[src/rtl/seq_ser_pkg.sv]
// Shared types and constants for the seq_bit_serializer slice.
package seq_ser_pkg;

    typedef enum logic {
        IDLE  = 1'b0,
        SHIFT = 1'b1
    } ser_state_e;

    localparam int unsigned SEQ_SER_DEFAULT_WIDTH = 8;
    localparam logic        SEQ_SER_IDLE_LEVEL    = 1'b0;

endpackage

[src/rtl/seq_ser_hold_reg.sv]
// One-entry holding register with load/unload and a full flag.
// Used by seq_bit_serializer only when SEQ_SER_PRELOAD_EN is defined.
module seq_ser_hold_reg #(
    parameter int unsigned WIDTH = 8
) (
    input  logic             clk,
    input  logic             rst_n,
    input  logic             load,
    input  logic [WIDTH-1:0] load_data,
    input  logic             unload,
    output logic [WIDTH-1:0] data,
    output logic             full
);

    logic [WIDTH-1:0] data_q, data_d;
    logic             full_q, full_d;

    // Next-state: a load always wins and marks the entry full.
    always_comb begin
        data_d = data_q;
        full_d = full_q;
        if (load) begin
            data_d = load_data;
            full_d = 1'b1;
        end else if (unload) begin
            full_d = 1'b0;
        end
    end

    // Entry storage, cleared on reset.
    always_ff @(posedge clk or negedge rst_n) begin
        if (!rst_n) begin
            data_q <= '0;
            full_q <= 1'b0;
        end else begin
            data_q <= data_d;
            full_q <= full_d;
        end
    end

    assign data = data_q;
    assign full = full_q;

endmodule

[src/rtl/seq_bit_serializer.sv]
// Parallel-to-serial front end: WIDTH-bit words in over valid/ready,
// shifted out MSB-first one bit per enabled clock.
// Optional feature: define SEQ_SER_PRELOAD_EN to add a one-word hold
// register so back-to-back words stream with no idle bit between them.
module seq_bit_serializer
    import seq_ser_pkg::*;
#(
    parameter int unsigned WIDTH = SEQ_SER_DEFAULT_WIDTH
) (
    input  logic             clk,
    input  logic             rst_n,
    input  logic             ena,
    input  logic [WIDTH-1:0] in_data,
    input  logic             in_valid,
    output logic             in_ready,
    output logic             bit_out,
    output logic             bit_valid,
    output logic             last_bit,
    output logic             busy
);

    localparam int unsigned    CW       = $clog2(WIDTH);
    localparam logic [CW-1:0]  CNT_LAST = CW'(WIDTH - 1);

    ser_state_e       state_q, state_d;
    logic [WIDTH-1:0] shift_q, shift_d;
    logic [CW-1:0]    cnt_q, cnt_d;
    logic             accept;

`ifdef SEQ_SER_PRELOAD_EN
    logic             hold_load;
    logic             hold_unload;
    logic             hold_full;
    logic [WIDTH-1:0] hold_data;

    seq_ser_hold_reg #(
        .WIDTH (WIDTH)
    ) u_hold (
        .clk       (clk),
        .rst_n     (rst_n),
        .load      (hold_load),
        .load_data (in_data),
        .unload    (hold_unload),
        .data      (hold_data),
        .full      (hold_full)
    );

    assign in_ready = ena && !hold_full;
`else
    assign in_ready = ena && (state_q == IDLE);
`endif

    assign accept = in_valid && in_ready;

    // Next-state, shift and count; everything freezes while ena is low.
    always_comb begin
        state_d = state_q;
        shift_d = shift_q;
        cnt_d   = cnt_q;
`ifdef SEQ_SER_PRELOAD_EN
        hold_load   = 1'b0;
        hold_unload = 1'b0;
`endif
        if (ena) begin
            unique case (state_q)
                IDLE: begin
                    if (accept) begin
                        shift_d = in_data;
                        cnt_d   = CNT_LAST;
                        state_d = SHIFT;
                    end
                end
                SHIFT: begin
                    if (cnt_q != '0) begin
                        shift_d = {shift_q[WIDTH-2:0], 1'b0};
                        cnt_d   = cnt_q - CW'(1);
`ifdef SEQ_SER_PRELOAD_EN
                        hold_load = accept;
`endif
                    end else begin
`ifdef SEQ_SER_PRELOAD_EN
                        // Held word takes priority; ready is low while hold is
                        // full, so an accept here can only be a direct load.
                        if (hold_full) begin
                            shift_d     = hold_data;
                            cnt_d       = CNT_LAST;
                            hold_unload = 1'b1;
                        end else if (accept) begin
                            shift_d = in_data;
                            cnt_d   = CNT_LAST;
                        end else begin
                            shift_d = '0;
                            state_d = IDLE;
                        end
`else
                        shift_d = '0;
                        state_d = IDLE;
`endif
                    end
                end
                default: state_d = IDLE;
            endcase
        end
    end

    // State registers with asynchronous active-low reset.
    always_ff @(posedge clk or negedge rst_n) begin
        if (!rst_n) begin
            state_q <= IDLE;
            shift_q <= '0;
            cnt_q   <= '0;
        end else begin
            state_q <= state_d;
            shift_q <= shift_d;
            cnt_q   <= cnt_d;
        end
    end

    assign busy      = (state_q == SHIFT);
    assign bit_valid = busy;
    assign bit_out   = busy ? shift_q[WIDTH-1] : SEQ_SER_IDLE_LEVEL;
    assign last_bit  = busy && (cnt_q == '0);

endmodule

[config.mk]
export PLATFORM = sky130hd
export DESIGN_NAME = seq_bit_serializer
export DESIGN_NICKNAME = d
export VERILOG_FILES = /design/src/rtl/seq_ser_pkg.sv /design/src/rtl/seq_ser_hold_reg.sv /design/src/rtl/seq_bit_serializer.sv
export SDC_FILE = /design/constraint.sdc
export NUM_CORES = 1
export LEC_CHECK = 0
export CAP_MARGIN = 20
export CORE_MARGIN = 3
export CORE_UTILIZATION = 25
export CTS_CLUSTER_SIZE = 30
export DETAILED_ROUTE_END_ITERATION = 10
export SETUP_SLACK_MARGIN = 0.2
export SYNTH_ARGS = -nofsm -noshare
export SYNTH_HDL_FRONTEND = slang
export SYNTH_SLANG_ARGS = --single-unit
[constraint.sdc]
create_clock -name clk -period 2.3 [get_ports clk]
set_input_delay 0.46 -clock clk [delete_from_list [all_inputs] [get_ports clk]]
set_output_delay 0.46 -clock clk [all_outputs]
set_load 0.02 [all_outputs]
Yosys cells after proc, flatten, opt, wreduce, memory -nomap -nowiden:

Cells that the tools add are included.

* output and inout bits: 5
* register bits after elaboration: 12

* add/subtract/negate cells: 1
* muxes and demuxes: 10
* reductions and logical operators: 7
* bitwise operators: 1
* eq/ne operators: 2

Operators with widths (count)
* 8-bit two-way mux: 2
* 8-bit one-hot mux with 2 select lines: 1
* 3-bit two-way mux: 2
* 3-bit one-hot mux with 2 select lines: 1
* 1-bit logical AND: 3
* 3-bit zero test: 1
* 1-bit two-way mux: 3
* 3-bit AND reduction: 1
* 3-bit nonzero test: 1
* 3-bit by 1-bit subtractor with 3-bit output (second input constant): 1
* 2-bit by 1-bit != test with 1-bit output (second input constant): 1
* 2-bit != test (second input constant): 1
* 1-bit one-hot mux with 2 select lines: 1
* 2-bit AND reduction: 1
* 1-bit inverter: 1

Logic depth before layout (Yosys ltp):

* depth after elaboration: 5
* mapped depth: 6
* gate-level depth less buffers: 5

Worst setup path after synthesis:

Ideal clock, no wire load.

* path kind: reg-to-output
* start: register state_q (netlist: bit_valid)
* end: output port last_bit
* required time: 1.840 ns
* slack: 0.679 ns
* buffers on the path: 1
* stages on the path, launching flop included: 4
* arrival time: 1.161 ns
* cell sequence: dfrtp_1 > buf_6 > clkinv_1 > nor2_1

* longest elaborated chain between the ends: 1

RTL lines
* start: declaration: line seq_bit_serializer.sv:25 `ser_state_e state_q, state_d;`
* start signal: assignment: line seq_bit_serializer.sv:113 `state_q <= state_d;`
* 1-bit logical AND: line seq_bit_serializer.sv:122 `assign last_bit = busy && (cnt_q == '0);`
* end: declaration: line seq_bit_serializer.sv:18 `output logic last_bit,`

No other way between the ends.

Worst setup path after layout:

* start: register state_q (netlist: bit_valid)
* end: output port bit_out

* longest elaborated chain between the ends: 1

RTL lines
* 1-bit two-way mux: line seq_bit_serializer.sv:121 `assign bit_out = busy ? shift_q[WIDTH-1] : SEQ_SER_IDLE_LEVEL;`
* end: declaration: line seq_bit_serializer.sv:16 `output logic bit_out,`

No other way between the ends.

==> run_results.csv <==
group,metric,value,unit
cells_and_area,area_growth_syn_to_layout,28.4,%
clock_tree,cts_buffers,3,
clock_tree,clkSinkCount,12,
logic_synthesis,ys_seq_area_frac,0.440,
setup_path,critical_path_class,"flop to output port",
routing,route.detailed.drc,0,
routing,viasPerCell,4.66,
setup_path,worstPathRequired,1.84,ns
setup_path,cp_top_family,"buffers and inverters",
setup_path,slowest_stage,"clkdlybuf4s50_1",
run,max_cap_viol_count,0,
logic_synthesis,synth_cells,74,
grt,grt_max_degree,19,
logic_synthesis,ys_ff_latch,12,
routing,routed_wl,1370,µm
cells_and_area,regArea,302,µm²
cells_and_area,drive_gt1_frac,0.0989,
die,die_h,58.2,µm
logic_synthesis,synth_nets,88,
setup_path,cp-end-kind,"output port",
power_and_ir_drop,p_per_area,1090,nW/µm²
logic_synthesis,yosysWarnings,0,
sta,setup_viol,0,
cells_and_area,num-fill-cells,269,
sta,tns,0,ns
logic_synthesis,postSynthAreaPerCell,9.21,µm²
clock_tree,clkLatencyLatePin,0.27,ns
die,initial_core_util,0.268,
setup_path,critical_path.max_fanout,10,
sta,finalMaxSlewViolations,0,
sta,layout_min_cycle_time,1.95,ns
sta,fmax,514,MHz
die,num_io_pins,17,
setup_path,slowest_delay,0.59,ns
clock_tree,path_clk_slew,0.07,ns
clock_tree,htree_levels,1,
die,core,2540,µm²
clock_tree,cts_buffer_depth,2,
sta,tightest_slew,0.557,ns
setup_path,crit_chain,"and2_1, clkdlybuf4s50_1",
cells_and_area,final_cells,121,
die,dieArea,3390,µm²
power_and_ir_drop,peakVddDrop,0.442,mV
placement,place_inst,118,
routing,drtIter0Drc,16,
clock_tree,ctsRootBufferMaster,"clkbuf_4",
power_and_ir_drop,p_total,953,µW
run_status,status,"finished, final reports clean",
grt,track_usage,0.0886,
clock_tree,cts_tree,"built",
worst_hold_path,hold_class,"flop to flop",
cells_and_area,fin_nets,107,
power_and_ir_drop,p_leak,0.385,nW
sta,finClkSkew,0.00151,ns
grt,overflow,0,
setup_path,crit_buf_inv,1,
sta,grt_setup_unrepaired,"false",
cells_and_area,diodes,0,
placement,place_hpwl,998,µm
clock_tree,cts_setup_buffers,0,
grt,antenna_found_initial,0,
sta,finalHoldViolCount,0,
placement,io_buffers,16,
die,die_w,58.2,µm
setup_path,cp.arrival,1.49,ns
placement,gp_congestion,0.718,
sta,max_slew_margin,0.628,
routing,via_count,564,
cells_and_area,multi_input_area,308,µm²
setup_path,r2r_slack,0.82,ns
routing,firstDrtPassIters,4,
routing,ant_nets,0,
logic_synthesis,ys_types,26,
sta,post-route-period-util,0.846,
logic_synthesis,syn_area,682,µm²
routing,wire_per_inst,11.3,µm
setup_path,cp-start-kind,"flop",
die,std_cell_rows,18,
grt,grt_pass1_wl,2280,µm
grt,grt_pass1_vias,528,
==> power breakdown <==
part           internal, mW  switching [mW]  leakage [nW]
clock network        0.0605          0.0674        0.0138
logic                 0.230           0.239         0.221
registers             0.294          0.0625         0.150
==> cells in the mapped netlist (all sizes together) <==
library cell	count	area share
nor2	2	0.011
nand2	15	0.083
o2bb2ai	1	0.013
clkinv	1	0.0055
a2bb2oi	7	0.090
buf	5	0.073
nor2b	2	0.018
nand4	1	0.0092
a21oi	3	0.022
a31oi	1	0.0092
o21a	1	0.011
and2	1	0.0092
nand3	1	0.0073
ha	2	0.037
nand2b	1	0.0092
o21ai	11	0.097
clkbuf	1	0.0073
dfrtp	12	0.44
a22oi	1	0.011
mux2i	1	0.015
inv	4	0.022
==> layer usage <==
metal | up-vias | GRT usage | wire length [µm]
li1 | 288 | - | -
met1 | 257 | 0.104 | 644
met2 | 17 | 0.147 | 618
met3 | 2 | 0.0356 | 97
met4 | 0 | 0.0298 | 8
met5 | - | 0 | 0
==> final timing paths <==
path / start / endpoint / depth (start not counted)
max: bit_valid / bit_out / 2
min: shift_q[7] / shift_q[7] / 2
max reg2reg: cnt_q[0] / shift_q[2] / 6
min reg2reg: shift_q[7] / shift_q[7] / 2
max in group asynchronous: rst_n / bit_valid / 1
min in group asynchronous: rst_n / shift_q[0] / 1
==> metrics by stage <==
step / cell area (µm²) / hold WS (ns) / setup WS, ns / utilization
after CTS: 875 / 0.487 / 0.221 / 0.344
after global placement: 855 / 0.460 / 0.152 / 0.336
after floorplan: 682 / 0.164 / 0.679 / -
final: 876 / 0.477 / 0.355 / 0.344
after detailed placement: 855 / 0.471 / 0.154 / 0.336
after global routing: 876 / 0.518 / 0.219 / 0.344
==> cell usage in the layout (no fill, tap or decap), types with 2 or more instances in the layout <==
cell,count
nor2b_1,2
inv_1,4
dlygate4sd2_1,2
nand2_1,15
buf_4,4
o21ai_0,9
ha_1,2
dfrtp_1,11
a2bb2oi_1,7
nor2_1,2
clkbuf_4,3
a21oi_1,3
clkdlybuf4s50_1,14
==> repair_timing <==
item,CTS,global route
setup endpoints to repair,2,1
resized for setup,2,1
hold buffers,0,0
cloned,0,0
==> kinds of logic (layout without fill, tap and decap cells) <==
group,count (synthesis),after routing,synth area share
AOI/OAI and AO/OA,25,25,0.253
and+or+nand+nor,23,23,0.147
DFF,12,12,0.440
buffers and inverters,11,28,0.108
adders and majority gates,2,2,0.0367
muxes,1,1,0.0147
==> cell type report <==
class / count / area share
inverter: 5 / 0.0214
sequential: 12 / 0.344
tap: 30 / 0.0429
timing repair buffer: 20 / 0.214
multi-input combinational: 51 / 0.351
clock buffer: 3 / 0.0257
==> worst min-delay path, stage by stage (launching register included) <==
cell and delay [ns]:
dfrtp_1 0.34, nand2_1 0.04, o21ai_0 0.06
==> registers in the layout, indices dropped and copies added, names as in the netlist <==
| signal | count |
|---|---|
| bit_valid | 1 |
| cnt_q | 3 |
| shift_q | 8 |
Note: power is estimated with default switching activity, not from simulation.
